--- src/rtl/serial_subtractor_pkg.sv ---
`default_nettype none
// ============================================================================
// Module   : serial_subtractor_pkg
// Purpose  : Shared state encoding and default width for the bit-serial
//            subtractor.
// Revision : 1.0 - initial release
// ============================================================================
package serial_subtractor_pkg;

  localparam int DEFAULT_WIDTH = 8;

  typedef enum logic [1:0] {
    IDLE  = 2'd0,
    SHIFT = 2'd1,
    DONE  = 2'd2
  } state_t;

endpackage
`default_nettype wire

--- src/rtl/serial_subtractor_if.sv ---
`default_nettype none
// ============================================================================
// Module   : serial_subtractor_if
// Purpose  : Request/result bundle between a requester (master) and the
//            bit-serial subtractor (slave).
// Revision : 1.0 - initial release
// ============================================================================
interface serial_subtractor_if
  import serial_subtractor_pkg::*;
#(
  parameter int WIDTH = DEFAULT_WIDTH
);

  logic             start;
  logic [WIDTH-1:0] a;
  logic [WIDTH-1:0] b;
  logic             busy;
  logic             done;
  logic [WIDTH-1:0] difference;
  logic             borrow;

  modport master (
    output start, a, b,
    input  busy, done, difference, borrow
  );

  modport slave (
    input  start, a, b,
    output busy, done, difference, borrow
  );

endinterface
`default_nettype wire

--- src/rtl/serial_subtractor_full_subtractor.sv ---
`default_nettype none
// ============================================================================
// Module   : full_subtractor
// Purpose  : Single-bit combinational full subtractor, d = a - b - bin.
// Revision : 1.0 - initial release
// ============================================================================
module full_subtractor (
  input  wire logic a,
  input  wire logic b,
  input  wire logic bin,
  output logic      bout,
  output logic      d
);

  // Difference bit and borrow-out of one bit position.
  always_comb begin
    d    = a ^ b ^ bin;
    bout = (~a & b) | (~(a ^ b) & bin);
  end

endmodule
`default_nettype wire

--- src/rtl/serial_subtractor.sv ---
`default_nettype none
// ============================================================================
// Module   : serial_subtractor
// Purpose  : Bit-serial unsigned subtractor, a - b, LSB first, one bit per
//            clock with a registered borrow chain and start/done handshake.
// Revision : 1.0 - initial release
// ============================================================================
module serial_subtractor
  import serial_subtractor_pkg::*;
#(
  parameter int WIDTH = DEFAULT_WIDTH
) (
  input  wire logic          clock,
  input  wire logic          reset_n,
  serial_subtractor_if.slave bus
);

  // Counter must be able to reach WIDTH without wrapping.
  localparam int CNT_W = $clog2(WIDTH + 1);

  state_t             state_q, state_d;
  logic [WIDTH-1:0]   a_q;
  logic [WIDTH-1:0]   b_q;
  logic [WIDTH-1:0]   res_q;
  logic [WIDTH-1:0]   diff_q;
  logic               bin_q;
  logic               borrow_q;
  logic [CNT_W-1:0]   cnt_q;

  logic               cell_d;
  logic               cell_bout;
  logic               last_bit;
  logic [WIDTH-1:0]   res_d;

  full_subtractor u_cell (
    .a    (a_q[0]),
    .b    (b_q[0]),
    .bin  (bin_q),
    .bout (cell_bout),
    .d    (cell_d)
  );

  assign last_bit = (cnt_q == CNT_W'(WIDTH - 1));
  // New result bit enters at the MSB so that after WIDTH shifts bit 0 is LSB.
  assign res_d    = {cell_d, res_q[WIDTH-1:1]};

  assign bus.difference = diff_q;
  assign bus.borrow     = borrow_q;

  // Next-state decode and state-derived handshake outputs.
  always_comb begin
    state_d  = state_q;
    bus.busy = 1'b0;
    bus.done = 1'b0;
    case (state_q)
      IDLE: begin
        if (bus.start) state_d = SHIFT;
      end
      SHIFT: begin
        bus.busy = 1'b1;
        if (last_bit) state_d = DONE;
      end
      DONE: begin
        bus.done = 1'b1;
        state_d  = IDLE;
      end
      default: state_d = IDLE;
    endcase
  end

  // FSM state plus operand, result, borrow and counter registers.
  always_ff @(posedge clock or negedge reset_n) begin
    if (!reset_n) begin
      state_q  <= IDLE;
      a_q      <= '0;
      b_q      <= '0;
      res_q    <= '0;
      diff_q   <= '0;
      bin_q    <= 1'b0;
      borrow_q <= 1'b0;
      cnt_q    <= '0;
    end else begin
      state_q <= state_d;
      case (state_q)
        IDLE: begin
          if (bus.start) begin
            a_q   <= bus.a;
            b_q   <= bus.b;
            res_q <= '0;
            bin_q <= 1'b0;
            cnt_q <= '0;
          end
        end
        SHIFT: begin
          a_q   <= a_q >> 1;
          b_q   <= b_q >> 1;
          res_q <= res_d;
          bin_q <= cell_bout;
          cnt_q <= cnt_q + CNT_W'(1);
          // Publish only on the final bit so outputs stay stable mid-operation.
          if (last_bit) begin
            diff_q   <= res_d;
            borrow_q <= cell_bout;
          end
        end
        default: ;
      endcase
    end
  end

endmodule
`default_nettype wire

--- src/flat_wrapper.sv ---
// flat-port wrapper written by rule: the top's interface ports become plain ports
module serial_subtractor_flat import serial_subtractor_pkg::*;
#(
  parameter int WIDTH = DEFAULT_WIDTH
)
  (clock, reset_n, bus_start, bus_a, bus_b, bus_busy, bus_done, bus_difference, bus_borrow);
  serial_subtractor_if #(.WIDTH(WIDTH)) bus_i ();
  input  wire logic clock;
  input  wire logic reset_n;
  input wire logic [$bits(bus_i.start)-1:0] bus_start;
  input wire logic [$bits(bus_i.a)-1:0] bus_a;
  input wire logic [$bits(bus_i.b)-1:0] bus_b;
  output wire logic [$bits(bus_i.busy)-1:0] bus_busy;
  output wire logic [$bits(bus_i.done)-1:0] bus_done;
  output wire logic [$bits(bus_i.difference)-1:0] bus_difference;
  output wire logic [$bits(bus_i.borrow)-1:0] bus_borrow;
  assign bus_i.start = bus_start;
  assign bus_i.a = bus_a;
  assign bus_i.b = bus_b;
  assign bus_busy = bus_i.busy;
  assign bus_done = bus_i.done;
  assign bus_difference = bus_i.difference;
  assign bus_borrow = bus_i.borrow;
  serial_subtractor #(.WIDTH(WIDTH)) u_core (.clock(clock), .reset_n(reset_n), .bus(bus_i));
endmodule
--- config.mk ---
export PLATFORM = sky130hd
export DESIGN_NAME = serial_subtractor_flat
export DESIGN_NICKNAME = d
export VERILOG_FILES = /design/src/rtl/serial_subtractor_pkg.sv /design/src/rtl/serial_subtractor_if.sv /design/src/rtl/serial_subtractor_full_subtractor.sv /design/src/rtl/serial_subtractor.sv /design/src/flat_wrapper.sv
export SDC_FILE = /design/constraint.sdc
export NUM_CORES = 1
export LEC_CHECK = 0
export ABC_AREA = 1
export BUFFER_PORTS_ARGS = -buffer_cell sky130_fd_sc_hd__buf_2
export CORE_MARGIN = 5
export CORE_UTILIZATION = 50
export DETAILED_ROUTE_END_ITERATION = 6
export GPL_TIMING_DRIVEN = 1
export PLACE_DENSITY = 0.73
export SLEW_MARGIN = 20
export SYNTH_ARGS = -nofsm -noshare
export SYNTH_HDL_FRONTEND = slang
export SYNTH_SLANG_ARGS = --single-unit
--- constraint.sdc ---
create_clock -name clock -period 3.2 [get_ports clock]
set_input_delay 0.16 -clock clock [delete_from_list [all_inputs] [get_ports clock]]
set_output_delay 0.16 -clock clock [all_outputs]
set_load 0.01 [all_outputs]
### Word level (Yosys, flattened, before mapping)

Index checks and enable logic that the tools add are counted.

| word-level totals | value |
|---|---|
| memory bits (writable) | 0 |
| memories kept | 0 |
| flip-flop bits (word level) | 40 |
| bits in read-only memories | 0 |
| bits in latches | 0 |

| operators by class | value |
|---|---|
| add/sub/neg operators | 1 |
| bitwise gates (word level) | 7 |
| equal/unequal tests | 5 |
| shift operators | 0 |
| div/mod/pow operators | 0 |
| magnitude comparators | 0 |
| reduce and logical (&&, ||, !) cells | 5 |
| multiplexer cells | 15 |
| multipliers | 0 |

Operator list:

| operator | count |
|---|---|
| case mux 8 bit (2 select lines) | 3 |
| two-way mux 8 bit | 3 |
| case mux 4 bit (2 select lines) | 1 |
| AND reduction 2 bit | 3 |
| adder 4 x 1 -> 4 bit, second input constant | 1 |
| equality test 4 x 3 -> 1 bit, second input constant | 1 |
| two-way mux 2 bit | 2 |
| two-way mux 4 bit | 1 |
| case mux 2 bit (2 select lines) | 1 |
| two-way mux 1 bit | 3 |
| bitwise AND 1 bit | 2 |
| equality test 2 x 1 -> 1 bit, second input constant | 1 |
| equality test 2 bit, second input constant | 1 |
| zero test 2 bit | 1 |
| inequality test 2 x 1 -> 1 bit, second input constant | 1 |
| inequality test 2 bit, second input constant | 1 |
| NOT 1 bit | 2 |
| case mux 1 bit (2 select lines) | 1 |
| nonzero test 2 bit | 1 |
| XOR 1 bit | 2 |
| bitwise OR 1 bit | 1 |

### Depth between registers and ports, before layout

Gate-level depths: netlist (run 1).

| depth | value |
|---|---|
| depth after elaboration | 5 |
| depth in mapped cells | 6 |
| depth with buffers taken out | 6 |

### Hierarchy

From an unflattened synthesis (run 1), not the netlist that was laid out.

| second synthesis, totals | value |
|---|---|
| cells, all modules | 197 |
| area total of the unflattened synthesis | 1709.1 um^2 |

By module, submodules not included:

| module | sequential area each (um^2) | area each (um^2) | cells each | instances |
|---|---|---|---|---|
| serial_subtractor | 975.9 | 1677.9 | 193 | 1 |
| full_subtractor | 0.0 | 31.3 | 4 | 1 |

### Least setup slack after synthesis (run 1)

No wires, ideal clock.

| path | value |
|---|---|
| path type | reg-to-reg |
| start point | register u_core.a_q[0] |
| end point | register u_core.res_q[7] |
| arrival time | 0.988 ns |
| buffers on the path | 0 |
| stages on the path, launching flop included | 4 |
| setup slack | 2.086 ns |
| setup time | 0.126 ns |
| data required time | 3.074 ns |
| cells stage by stage | dfrtp_1 fa_1 nand2_1 o21ai_0 |

| on the way | value |
|---|---|
| cells in the longest elaborated chain, start to end | 3 |

Ends and longest elaborated chain:

| what | RTL line | text |
|---|---|---|
| start, declared | serial_subtractor.sv:22 | `logic [WIDTH-1:0] a_q;` |
| start signal, assigned | serial_subtractor.sv:87 | `a_q <= bus.a;` |
| start signal, assigned | serial_subtractor.sv:95 | `a_q <= a_q >> 1;` |
| XOR 1 bit (2 in series) | serial_subtractor_full_subtractor.sv:17 | `d = a ^ b ^ bin;` |
| net u_core.cell_d | serial_subtractor.sv:30 | `logic cell_d;` |
| case mux 8 bit (2 select lines) | serial_subtractor.sv:84 | `case (state_q)` |
| end signal, assigned | serial_subtractor.sv:97 | `res_q <= res_d;` |
| end, declared | serial_subtractor.sv:24 | `logic [WIDTH-1:0] res_q;` |

The timed path passes the listed nets, and every way through them passes these cells.
A chain may end at the register's enable or synchronous reset.

### Final worst setup path (run 1)

| path | value |
|---|---|
| start point | register u_core.state_q[0] |
| end point | output port bus_busy |

| on the way | value |
|---|---|
| cells in the longest elaborated chain, start to end | 2 |

Ends and longest elaborated chain:

| what | RTL line | text |
|---|---|---|
| start, declared | serial_subtractor.sv:21 | `state_t state_q, state_d;` |
| start signal, assigned | serial_subtractor.sv:83 | `state_q <= state_d;` |
| equality test 2 x 1 -> 1 bit | serial_subtractor.sv:55 | `case (state_q)` |
| two-way mux 1 bit | serial_subtractor.sv:55 |  |
| end, declared | flat_wrapper.sv:13 | `output wire logic [$bits(bus_i.busy)-1:0] bus_busy;` |

Every way passes these cells.

==> results of run 1 <==
## timing repair
action / in CTS / in global routing
gates resized for setup: 0 / 0
hold buffers: 6 / 0
hold endpoints to repair: 44 / 0
setup buffers: 0 / 0
setup endpoints to repair: 0 / 0
## layer usage
metal / up-vias / GRT usage / share of wire
met5: - / 0 / 0
met4: 0 / 0.0769 / 0.018
met3: 7 / 0.0575 / 0.065
met2: 32 / 0.263 / 0.48
met1: 641 / 0.209 / 0.44
li1: 689 / - / -
## worst register-to-register path: stages (launching register included)
cell and delay [ps]:
dfrtp_1 460, nand2_4 320, clkinv_4 270, nand2_2 240
nand2_1 70, nand2_1 80
## layout make-up
type                    instances  area (sq um)
flip-flops and latches         39           976
well taps                      46          57.6
inverters                       6          27.5
clock buffers                   8          68.8
repair buffers                 35           205
multi-input cells             138           644
fillers                       319          1330
## power by group
part | internal [mW] | switching [mW]
logic | 0.237 | 0.390
registers | 0.708 | 0.142
clock network | 0.129 | 0.158
## sequential cells by signal, summed over array words and instances, names as in the netlist
name	flops
u_core.res_q	7
u_core.bus.difference	8
u_core.cnt_q	4
u_core.state_q	2
u_core.bin_q	1
u_core.a_q	8
u_core.bus.borrow	1
u_core.b_q	8
## final timing paths
kind / endpoint / slack [ps] / cells after the start
max: bus_busy / 1440 / 3
min: u_core.b_q[5] / 10 / 3
max reg2reg: u_core.bus.difference[3] / 1720 / 5
min reg2reg: u_core.bus.difference[6] / 480 / 2
max in group asynchronous: u_core.a_q[2] / 2250 / 2
min in group asynchronous: u_core.bus.difference[6] / 440 / 2
## logic make-up (layout without fill, tap and decap cells)
| kind of cell | Yosys count | after routing |
|---|---|---|
| adders and majority gates | 2 | 2 |
| buffers and inverters | 14 | 49 |
| and+or+nand+nor | 130 | 130 |
| DFF | 39 | 39 |
| AOI/OAI and AO/OA | 6 | 6 |
## cell usage in the layout (no fill, tap or decap), drive strengths merged
master,instances
ha,1
fa,1
nand4,1
nand2,80
clkinv,1
o22ai,1
clkbuf,8
buf,29
nand3,42
dlygate4sd3,6
a21oi,1
o21bai,1
o21ai,3
dfrtp,39
inv,5
nor2,7
## stage by stage
| step | instance area (sq um) | cells |
|---|---|---|
| finish | 1980 | 272 |
| global route | 1980 | 272 |
| CTS | 1980 | 272 |
| detailed placement | 1850 | 258 |
| global placement | 1850 | 258 |
| floorplan | 1710 | 191 |
==> run summary, run 1 <==
Fmax: 0.568 GHz
Multiplexer area fraction after synthesis: 0
Clock latency on the worst-skew pair: 350 ps
Pre-CTS setup slack: 1710 ps
Req. time, crit path: 3040 ps
Die Y: 68.5 um
Wire per inst: 11.9 um
Post-synthesis area per instance: 8.95 sq um
Unrepaired setup endpoints after global routing: false
IR drop worst, VDD: 350 uV
Main combinational cell family by area after synthesis: simple AND/OR/NAND/NOR gates
Clock Tree Buf Depth: 2
Post-synthesis xor/xnor area fraction: 0
WS Path Type: reg -> out
Fin crit share: 0.551
Max cap viols: 0
Complex-gate fraction of the synthesized area: 0.0198
Worst-path maximum fanout: 32
Top Family by Delay on Critical Path: buffers and inverters
Initial core utilization: 0.516
Total negative slack: 0 ps
Tightest Pin Transition: 824 ps
Commonest cells post-synth: nand2_1, nand3_1, dfrtp_1
Distinct cells, synth: 22
Leakage Power: 1.03 nW
CTS H-tree lvls: 2
Status: finished, final reports clean
Final min period: 1760 ps
Die X: 68.5 um
Largest net degree at the start of global routing: 40
Setup WS post-layout: 1440 ps
# DRC: 0
CTS tree: done
Row count: 21
Sequential area share after synthesis: 0.571
Slowest CP cell: dfrtp_1
First-pass DRT Iterations: 4
All-Layer GR Usage: 0.168
Worst Setup End Kind: output port
Grt total ovfl: 0
Total power: 1.76 mW
Hold slack: 12.4 ps
I/O Buffers: 29
Clk_skew: 11.1 ps
Ys Warns: 0
P&R area growth vs syn: 15.8%
Final setup violating endpoints: 0
Post-Synthesis Cells: 191
Clock-pin slew on the worst setup and hold paths: 110 ps
Root Driver: clkbuf_4
Leading area contributor after synthesis: dfrtp_1
Die area: 4690 sq um
Initial DRC count: 73
Syn nets: 212
Buf/Inv on CP: 2
Count leader, synth: nand2_1
Number of synthesized register bits: 39
DR vias: 1369
Post-synth top area share: 0.571
Final hold violations: 0
Post-DR vias/cell: 5.03
Clock Sink Count: 39
I/O Pins: 30
CP Launch Type: flop
Syn Std Cell Area: 1710 sq um
Area share of fa/ha/maj cells after synthesis: 0.0190
Simple-gate share of the synthesized area: 0.338
Share of cells above drive strength 1: 0.195
PwrDens: 891 nW/um^2
EDFF count, synth: 0
Total CTS buffers: 5
Number of global-route vias before repair: 1302
Data arrival, critical path: 1600 ps
Worst R2R Start: u_core.state_q[0]
First-pass GRT wire length: 5750 um
Synth async-reset ratio: 1.00
Post-DP HPWL: 2130 um
Worst Setup SP: u_core.state_q[0]
Final wirelength: 3240 um
Nets: 246
Post-layout util: 0.598
Hold path start: bus_b[5]
Core area: 3310 sq um
Max stage delay on crit path: 460 ps
Initial antenna violation count: 0
Max-slew headroom: 0.451
Synth Flop Type: dfrtp_1
Crit-path cells: nand2_4 -> clkinv_4 -> buf_2
Count of final max-slew check failures: 0
Routed Antenna Nets: 0
Ant diodes: 0
Synth top area cells: dfrtp_1, nand2_1, nand3_1
Hold Path Class: in -> reg
GP Congestion: 0.756
No activity file was read; power rests on OpenSTA's default activity.
==> run 2, diff against run 1 <==
--- a/config.mk
+++ b/config.mk
@@ -5,7 +5,7 @@
 export SDC_FILE = /design/constraint.sdc
 export NUM_CORES = 1
 export LEC_CHECK = 0
-export ABC_AREA = 1
+export ABC_AREA = 0
 export BUFFER_PORTS_ARGS = -buffer_cell sky130_fd_sc_hd__buf_2
 export CORE_MARGIN = 5
 export CORE_UTILIZATION = 50
==> constraint.sdc (replaced) <==
create_clock -name clock -period 1.75 [get_ports clock]
set_input_delay 0.0875 -clock clock [delete_from_list [all_inputs] [get_ports clock]]
set_output_delay 0.0875 -clock clock [all_outputs]
set_load 0.01 [all_outputs]
==> run 2 against run 1 <==
  * First-iteration DRC count fell by 25%
  * Non-clock buffer count rose by 2
  * Power rose by 72%
  * Flip-flop and latch count did not move
  * Die area fell by 4.2%
  * Synthesized cell count fell by 28%
  * Combinational power rose by 71%
  * Wire length rose by 6.2%
  * Critical path type is now reg -> reg
  * Highest routed layer unchanged
==> run summary, run 2 <==
Number of synthesized register bits: 39
Comb power frac: 0.354
Row count: 20
Max cap viols: 0
Syn Std Cell Area: 1630 sq um
Commonest cells post-synth: dfrtp_1, a22oi_1, nand2_1, o21ai_0, a22o_1
Post-layout util: 0.624
Post-DR vias/cell: 5.61
Synth top area cells: dfrtp_1, a22oi_1, mux2_2
Total power: 3.04 mW
DR vias: 1224
Leading area contributor after synthesis: dfrtp_1
Fin crit share: 0.966
Cells on worst reg2reg path: 4
Clock latency on the worst-skew pair: 350 ps
Synth Flop Type: dfrtp_1
Psw: 1.10 mW
Clock Sink Count: 39
IR drop worst, VDD: 658 uV
I/O Buffers: 29
Syn nets: 158
I/O Pins: 30
Setup WS post-layout: 59.1 ps
CP Launch Type: flop
Final hold violations: 0
Distinct cells, synth: 23
Total negative slack: 0 ps
Clk pwr share: 0.151
# DRC: 0
Leakage Power: 0.891 nW
Pre-CTS setup slack: 91.8 ps
Largest net degree at the start of global routing: 40
Final wirelength: 3450 um
Final setup violating endpoints: 0
Ys Warns: 0
Die area: 4490 sq um
Max stage delay on crit path: 440 ps
PwrDens: 1580 nW/um^2
Postcts setup bufs: 0
Reg power frac: 0.495
Total CTS buffers: 5
Die X: 67.0 um
Most frequent cells in the layout: dfrtp_1, buf_2, nand2_1, a22oi_1, o21ai_0
Non-Filler Instances: 218
Max-slew headroom: 0.441
All-Layer GR Usage: 0.183
Count of final max-slew check failures: 0
Hold path start: bus_a[6]
Slowest CP cell: dfrtp_1
WS Path Type: reg -> reg
Initial antenna violation count: 0
Hold Path Stages: 3
Number of global-route vias before repair: 1274
CTS tree: done
Worst-path maximum fanout: 10
Initial DRC count: 55
First-pass DRT Iterations: 4
Wire per inst: 15.8 um
Top Family by Delay on Critical Path: simple AND/OR/NAND/NOR gates
Final min period: 1690 ps
Fmax: 0.591 GHz
Grt total ovfl: 0
Root Driver: clkbuf_4
Internal power: 1.93 mW
P&R area growth vs syn: 18.1%
Post-synth top area share: 0.600
R2R setup slack: 60 ps
Tightest Pin Transition: 838 ps
Post-DP HPWL: 2400 um
Routed Antenna Nets: 0
EDFF count, synth: 0
Crit-path cells: ha_1 -> nand2_1 -> nor3_4 -> mux2_2
Status: finished, final reports clean
Share of cells above drive strength 1: 0.310
Post-synthesis area per instance: 11.9 sq um
Data arrival, critical path: 1930 ps
Synth async-reset ratio: 1.00
Clock Tree Buf Depth: 2
Ant diodes: 0
Die Y: 67.0 um
Buf/Inv on CP: 0
Initial core utilization: 0.528
Worst Setup End Kind: flop
Count leader, synth: dfrtp_1
Clock-pin slew on the worst setup and hold paths: 120 ps
Commonest non-fill, non-tap cell in the layout: dfrtp_1
Clk_skew: 9.99 ps
Placed Cells: 207
Core area: 3080 sq um
Design Area, Final: 1920 sq um
Post-Synthesis Cells: 137
Worst R2R Start: u_core.cnt_q[0]
CTS H-tree lvls: 2
Unrepaired setup endpoints after global routing: false
GP Congestion: 0.713
Hold slack: 28.3 ps
Worst hold endpoint: u_core.a_q[6]
Hold Path Class: in -> reg
First-pass GRT wire length: 6020 um
Placement Cell Area: 1830 sq um
Switching Share: 0.364
R2r endpoint: u_core.bus.difference[6]
Nets: 194
Sequential area share after synthesis: 0.600
Req. time, crit path: 1990 ps
==> run 2: cell count changes in the layout (fill, tap and decap cells not counted), sizes merged, moves of 9 or more <==
cell   delta
o21ai    +11
a22oi    +14
nand3    -41
a22o     +11
nand2    -66
mux2      +9
==> run 2: cell type report <==
| type | count | area, sq um |
|---|---|---|
| Clock buffer | 5 | 37.5 |
| Clock inverter | 3 | 20.0 |
| Fill cell | 280 | 1160 |
| Inverter | 4 | 15.0 |
| Multi-Input combinational cell | 86 | 603 |
| Sequential cell | 39 | 976 |
| Tap cell | 44 | 55.1 |
| Timing Repair Buffer | 37 | 213 |
==> run 2: cells by family (layout without fill, tap and decap cells) <==
family / after synthesis / count (layout) / share of synthesized area
buffers and inverters: 12 / 49 / 0.0300
flip-flops: 39 / 39 / 0.600
adder cells (fa/ha/maj): 2 / 2 / 0.0200
AO/OA/AOI/OAI: 47 / 47 / 0.199
AND/OR/NAND/NOR: 27 / 27 / 0.0816
multiplexers: 10 / 10 / 0.0685
==> run 2: worst max path at each step <==
stage	start	to	slack, ps	cells after the start
3_5_place_dp	u_core.cnt_q[0]	u_core.bus.difference[0]	90	4
3_3_place_gp	u_core.cnt_q[0]	u_core.bus.difference[3]	170	4
6_report	u_core.cnt_q[0]	u_core.bus.difference[6]	60	4
2_1_floorplan	u_core.cnt_q[0]	u_core.bus.difference[0]	300	4
5_1_grt	u_core.cnt_q[0]	u_core.bus.difference[7]	5	4
4_1_cts	u_core.cnt_q[0]	u_core.bus.difference[6]	50	4
==> run 2: repair_timing <==
action / 4_1_cts / 5_1_grt
resized for setup: 0 / 1
hold buffers: 3 / 0
endpoints found under the setup margin: 0 / 1
hold endpoints to repair: 41 / 0
==> run 2: worst register-to-register path, delay by kind of cell, from the launching register on <==
family / cells / cell delay, ps
AND/OR/NAND/NOR: 2 / 540
flip-flops: 1 / 440
multiplexers: 1 / 400
adder cells (fa/ha/maj): 1 / 200
==> run 2: per-layer routing <==
metal / vias to the layer above / GRT usage / wire [um]
met5: - / 0 / 0
met4: 0 / 0.0861 / 87
met3: 9 / 0.0472 / 192
met2: 40 / 0.293 / 1700
met1: 609 / 0.228 / 1470
li1: 566 / - / -
==> run 2: power by group through the flow <==
stage               combinational [mW]  sequential (mW)  clock (mW)
floorplan                        0.717             1.49           0
global placement                  1.03             1.49           0
detailed placement                1.08             1.52           0
CTS                               1.09             1.50       0.469
global route                      1.21             1.55       0.515
finish                            1.07             1.50       0.458
